==> src/rtl/id_ex_stage.sv <==
// ID/EX pipeline register with load-use hazard detection, flush handling and a
// saturating counter of load-use stall cycles.
module id_ex_stage (
   input  logic        clk,
   input  logic        rst,
   input  logic [4:0]  IF_ID_Rs1,
   input  logic [4:0]  IF_ID_Rs2,
   input  logic [4:0]  IF_ID_Rd,
   input  logic        IF_ID_valid,
   input  logic        ID_uses_rs1,
   input  logic        ID_uses_rs2,
   input  logic [31:0] ID_rs1_data,
   input  logic [31:0] ID_rs2_data,
   input  logic [31:0] ID_imm,
   input  logic [31:0] ID_pc,
   input  logic        ID_regwrite,
   input  logic        ID_memread,
   input  logic        ID_memwrite,
   input  logic        ID_memtoreg,
   input  logic        ID_branch,
   input  logic        ID_alusrc,
   input  logic [1:0]  ID_aluop,
   input  logic        flush,
   output logic [4:0]  ID_EX_Rs1,
   output logic [4:0]  ID_EX_Rs2,
   output logic [4:0]  ID_EX_Rd,
   output logic        ID_EX_valid,
   output logic [31:0] ID_EX_rs1_data,
   output logic [31:0] ID_EX_rs2_data,
   output logic [31:0] ID_EX_imm,
   output logic [31:0] ID_EX_pc,
   output logic        ID_EX_regwrite,
   output logic        ID_EX_memread,
   output logic        ID_EX_memwrite,
   output logic        ID_EX_memtoreg,
   output logic        ID_EX_branch,
   output logic        ID_EX_alusrc,
   output logic [1:0]  ID_EX_aluop,
   output logic        stall,
   output logic        pc_write,
   output logic        IF_ID_write,
   output logic [15:0] stall_count
);

   logic        rs1_hit_s;
   logic        rs2_hit_s;
   logic        hazard_s;
   logic        stall_s;
   logic        bubble_s;
   logic [15:0] stall_count_r;

   // Load-use detection: a live load in EX whose destination feeds the decode slot.
   always_comb begin
      rs1_hit_s = 1'b0;
      rs2_hit_s = 1'b0;
      hazard_s  = 1'b0;
      if (ID_uses_rs1 && (ID_EX_Rd == IF_ID_Rs1)) begin
         rs1_hit_s = 1'b1;
      end else begin
         rs1_hit_s = 1'b0;
      end
      if (ID_uses_rs2 && (ID_EX_Rd == IF_ID_Rs2)) begin
         rs2_hit_s = 1'b1;
      end else begin
         rs2_hit_s = 1'b0;
      end
      // x0 is never a real producer, so a load to x0 cannot create a dependency.
      if (ID_EX_valid && ID_EX_memread && (ID_EX_Rd != 5'd0) && IF_ID_valid) begin
         hazard_s = rs1_hit_s | rs2_hit_s;
      end else begin
         hazard_s = 1'b0;
      end
   end

   // Flush wins over stall: the decode slot is squashed anyway, so holding it is pointless.
   always_comb begin
      stall_s  = hazard_s & ~flush;
      bubble_s = flush | stall_s | ~IF_ID_valid;
   end

   assign stall       = stall_s;
   assign pc_write    = ~stall_s;
   assign IF_ID_write = ~stall_s;
   assign stall_count = stall_count_r;

   // Pipeline register: reset and bubbles both leave an all-zero slot (Rd=0, regwrite=0).
   always_ff @(posedge clk) begin
      if (rst || bubble_s) begin
         ID_EX_Rs1      <= 5'd0;
         ID_EX_Rs2      <= 5'd0;
         ID_EX_Rd       <= 5'd0;
         ID_EX_valid    <= 1'b0;
         ID_EX_rs1_data <= 32'd0;
         ID_EX_rs2_data <= 32'd0;
         ID_EX_imm      <= 32'd0;
         ID_EX_pc       <= 32'd0;
         ID_EX_regwrite <= 1'b0;
         ID_EX_memread  <= 1'b0;
         ID_EX_memwrite <= 1'b0;
         ID_EX_memtoreg <= 1'b0;
         ID_EX_branch   <= 1'b0;
         ID_EX_alusrc   <= 1'b0;
         ID_EX_aluop    <= 2'd0;
      end else begin
         ID_EX_Rs1      <= IF_ID_Rs1;
         ID_EX_Rs2      <= IF_ID_Rs2;
         ID_EX_Rd       <= IF_ID_Rd;
         ID_EX_valid    <= IF_ID_valid;
         ID_EX_rs1_data <= ID_rs1_data;
         ID_EX_rs2_data <= ID_rs2_data;
         ID_EX_imm      <= ID_imm;
         ID_EX_pc       <= ID_pc;
         ID_EX_regwrite <= ID_regwrite;
         ID_EX_memread  <= ID_memread;
         ID_EX_memwrite <= ID_memwrite;
         ID_EX_memtoreg <= ID_memtoreg;
         ID_EX_branch   <= ID_branch;
         ID_EX_alusrc   <= ID_alusrc;
         ID_EX_aluop    <= ID_aluop;
      end
   end

   // Saturating stall-cycle counter; holds at all-ones rather than wrapping.
   always_ff @(posedge clk) begin
      if (rst) begin
         stall_count_r <= 16'd0;
      end else if (stall_s && (stall_count_r != 16'hFFFF)) begin
         stall_count_r <= stall_count_r + 16'd1;
      end else begin
         stall_count_r <= stall_count_r;
      end
   end

endmodule
==> config.mk <==
export PLATFORM = sky130hd
export DESIGN_NAME = id_ex_stage
export DESIGN_NICKNAME = d
export VERILOG_FILES = /design/src/rtl/id_ex_stage.sv
export SDC_FILE = /design/constraint.sdc
export NUM_CORES = 1
export LEC_CHECK = 0
export ABC_AREA = 1
export CAP_MARGIN = 0
export CORE_MARGIN = 5
export CORE_UTILIZATION = 33
export DETAILED_ROUTE_END_ITERATION = 8
export HOLD_SLACK_MARGIN = 0.05
export PLACE_DENSITY = 0.71
export SLEW_MARGIN = 20
export SYNTH_ARGS = -nofsm -noshare
export SYNTH_HDL_FRONTEND = slang
export SYNTH_SLANG_ARGS = --single-unit
==> constraint.sdc <==
create_clock -name clk -period 1.65 [get_ports clk]
set_clock_uncertainty 0.2 [all_clocks]
set_input_delay 0.165 -clock clk [delete_from_list [all_inputs] [get_ports clk]]
set_output_delay 0.165 -clock clk [all_outputs]
set_load 0.02 [all_outputs]
==> metrics.md <==
| Metric | Value |
|---|---|
| Total Wirelength | 21.0 mm |
| Wirelength per Cell | 15.7 microns |
| P per Cell Area | 799 nW/um^2 |
| Unrepaired setup endpoints after global routing | true |
| Crit-path slowest cell | dfxtp_4 |
| CP peak stage delay | 0.36 ns |
| Setup_tns | -30.85 ns |
| IO Port Bufs | 327 |
| Worst-margin pin slew | 0.326 ns |
| Initial antenna violation count | 0 |
| First-pass GRT wire length | 29.0 mm |
| XOR/XNOR share of the synthesized area | 0.00162 |
| Hold Violations, Final | 0 |
| Critical Path Source Type | flip-flop |
| Largest net degree at the start of global routing | 44 |
| Fillers | 1182 |
| Post-synth EDFFs | 0 |
| Cell taking the most area after synthesis | dfxtp_1 |
| Final RePlAce weighted congestion | 0.880 |
| Total GRT Usage | 0.192 |
| Worst Path Max Fanout | 6 |
| Peak Freq | 518 MHz |
| CTS sink count | 168 |
| TritonCTS clock tree | done |
| Footprint of the multi-input gates | 1530 sq um |
| Tmin final | 1.93 ns |
| CTS clock-pin slew for the worst setup and hold paths | 0.08 ns |
| CP Capture Type | flip-flop |
| Layout cells sized above 1 | 0.158 |
| Die ar. | 19100 sq um |
| Synthesis-to-finish area growth | 107% |
| Mux share of post-synthesis cell area | 0 |
| Synth area leaders | dfxtp_1, nor2_1, inv_1 |
| Commonest cells post-synth | nor2_1, dfxtp_1, inv_1 |
| Final net count | 1270 |
| Die height | 138 microns |
| Post-DR vias/cell | 4.18 |
| Core box area | 16000 sq um |
| CP required | 1.81 ns |
| Synth Warn # | 0 |
| Ys flop type | dfxtp_1 |
| Pins over their slew limit | 0 |
| Drt pass-1 iters | 4 |
| Compound-Gate Fraction of Synth Area | 0.00785 |
| Largest family of logic cells by synthesized area | simple AND/OR/NAND/NOR gates |
| Power, Total | 8.96 mW |
| Syn_nets | 834 |
| Failing checks | negative setup slack |
| Area share of the largest cell type after synthesis | 0.620 |
| Register Area | 3390 sq um |
| Syn avg cell area | 8.02 sq um |
| Post-route setup slack | -0.282 ns |
| Cell repeated most along the worst path | buf_12 |
| Most common cell in the netlist | nor2_1 |
| Clk buf depth | 2 |
| Synthesized area | 5420 sq um |
| Mapped Cells | 676 |
| Worst-Skew Late Latency | 0.41 ns |
| Arrival @ worst endpoint | 2.09 ns |
| Final core occ | 0.700 |
| FF-to-FF path depth | 12 |
| Crit Path Class | reg2reg |
| Distinct cells, synth | 22 |
| Leakage | 7.49 nW |
| FFs w/ async S/R, synth | 0 |
| Slew Limit Headroom | 0.782 |
| Iteration-0 DRC Markers | 271 |
| Number of global-route vias before repair | 5543 |
| Ant. Diodes | 0 |
| Synth Area in Adders | 0.00231 |
| Row count | 46 |
| Hold slack | 0.0674 ns |
| Htree depth | 4 |
| Post-synthesis sequential area ratio | 0.620 |
| IO Count | 328 |
| Hold Crit Class | in2reg |
| Vias | 5610 |
| Crit-path cells | inv_4 -> buf_4 -> nand3_2 -> o21bai_1 -> inv_2 -> buf_6 -> nand2_4 -> nand4_4 -> buf_12 -> buf_12 -> clkbuf_16 -> nor2_1 |
| GRT overflow | 0 |
| Die span in x | 138 microns |
| Hold Crit Depth | 3 |
| DRC Markers | 0 |
| Post-DP HPWL | 13.4 mm |
| Finish-stage setup viols | 170 |
| Max Cap Viol | 0 |
| VDD IR-drop max | 0.000613 V |
| Num CTS Buffers | 17 |
| CTS Root Cell | clkbuf_16 |
| Fin crit share | 1.17 |
| Status | complete, but fails checks |
| Register bit total from synthesis | 168 |
| Post-synthesis simple-gate area fraction | 0.220 |
| Initial Utilization | 0.339 |
| ANT nets after route | 0 |
final timing paths:
check / from / to / slack, ns
worst min-delay path: ID_rs2_data[4] / ID_EX_rs2_data[4] / 0.07
worst max-delay path: ID_EX_Rd[3] / ID_EX_imm[21] / -0.28
worst min register to register: stall_count[15] / stall_count[15] / 0.32
worst max register to register: ID_EX_Rd[3] / ID_EX_imm[21] / -0.28
report_power, final:
part	internal, mW	switching [mW]	leakage [nW]
Sequential	4.15	0.0280	1.37
Combinational	0.695	0.468	5.88
Clock	1.94	1.68	0.244
worst max-delay path, delay by kind of cell (launching register included):
family / cells / cell delay, ns
buffers and inverters: 7 / 0.84
and+or+nand+nor: 4 / 0.31
DFF: 1 / 0.36
AOI/OAI and AO/OA: 1 / 0.16
registers in the layout, summed over array words and instances, names as in the netlist, 2 cells and up:
| signal | flops |
|---|---|
| ID_EX_rs2_data | 32 |
| ID_EX_Rd | 5 |
| ID_EX_Rs1 | 5 |
| stall_count | 16 |
| ID_EX_imm | 32 |
| ID_EX_pc | 32 |
| ID_EX_Rs2 | 5 |
| ID_EX_rs1_data | 32 |
| ID_EX_aluop | 2 |
cells by family after synthesis:
logic type	after synthesis
AND/OR/NAND/NOR	306
buffers and inverters	192
XOR/XNOR	1
adder cells (fa/ha/maj)	1
flip-flops	168
AO/OA/AOI/OAI	8
per-layer routing:
metal | track usage | wire, microns | vias to the layer above
met1 | 0.196 | 7550 | 2527
met5 | 0 | 0 | -
met3 | 0.0924 | 2060 | 51
li1 | - | - | 2779
met2 | 0.337 | 10700 | 253
met4 | 0.0816 | 690 | 0
cell usage in the layout, fill, tap and decap left out, types with 2 or more instances in the layout:
cell type	count
nand2_2	9
inv_1	165
buf_4	39
clkbuf_16	21
dlymetal6s2s_1	133
nand2_4	3
dlygate4sd2_1	28
clkdlybuf4s50_1	156
nor2_1	166
dfxtp_1	158
clkinv_2	3
dlygate4sd3_1	47
nand4_1	4
inv_2	3
buf_12	8
clkdlybuf4s15_1	4
buf_2	2
o21ai_1	3
inv_6	2
a21oi_2	2
clkbuf_1	2
nor2_4	16
buf_16	7
nor2_2	27
clkinvlp_4	6
nand2_1	69
dfxtp_4	6
buf_6	6
nand3_1	8
inv_4	4
dfxtp_2	4
metrics by stage:
| stage | std cells | worst slack, ns | cell area [sq um] |
|---|---|---|---|
| detailed placement | 1243 | -0.631 | 9210 |
| finish | 1341 | -0.282 | 11200 |
| global route | 1341 | -0.358 | 11200 |
| CTS | 1331 | -0.286 | 10500 |
| floorplan | 676 | -0.0308 | 5460 |
| global placement | 1243 | -0.607 | 9210 |
cell type report:
cell class | count | share of cell area
repair buffers | 436 | 0.431
flip-flops and latches | 168 | 0.303
multi-input cells | 316 | 0.136
inverters | 173 | 0.0588
clock buffers | 19 | 0.0386
well taps | 216 | 0.0241
clock inverters | 13 | 0.00871
repair_timing:
action	CTS	global route
hold buffers	47	0
setup endpoints to repair	338	309
resized for setup	91	208
pin swaps	2	9
hold endpoints to repair	47	0
setup buffers	3	6
gates cloned	6	5
No activity file was read; power rests on OpenSTA's default activity.
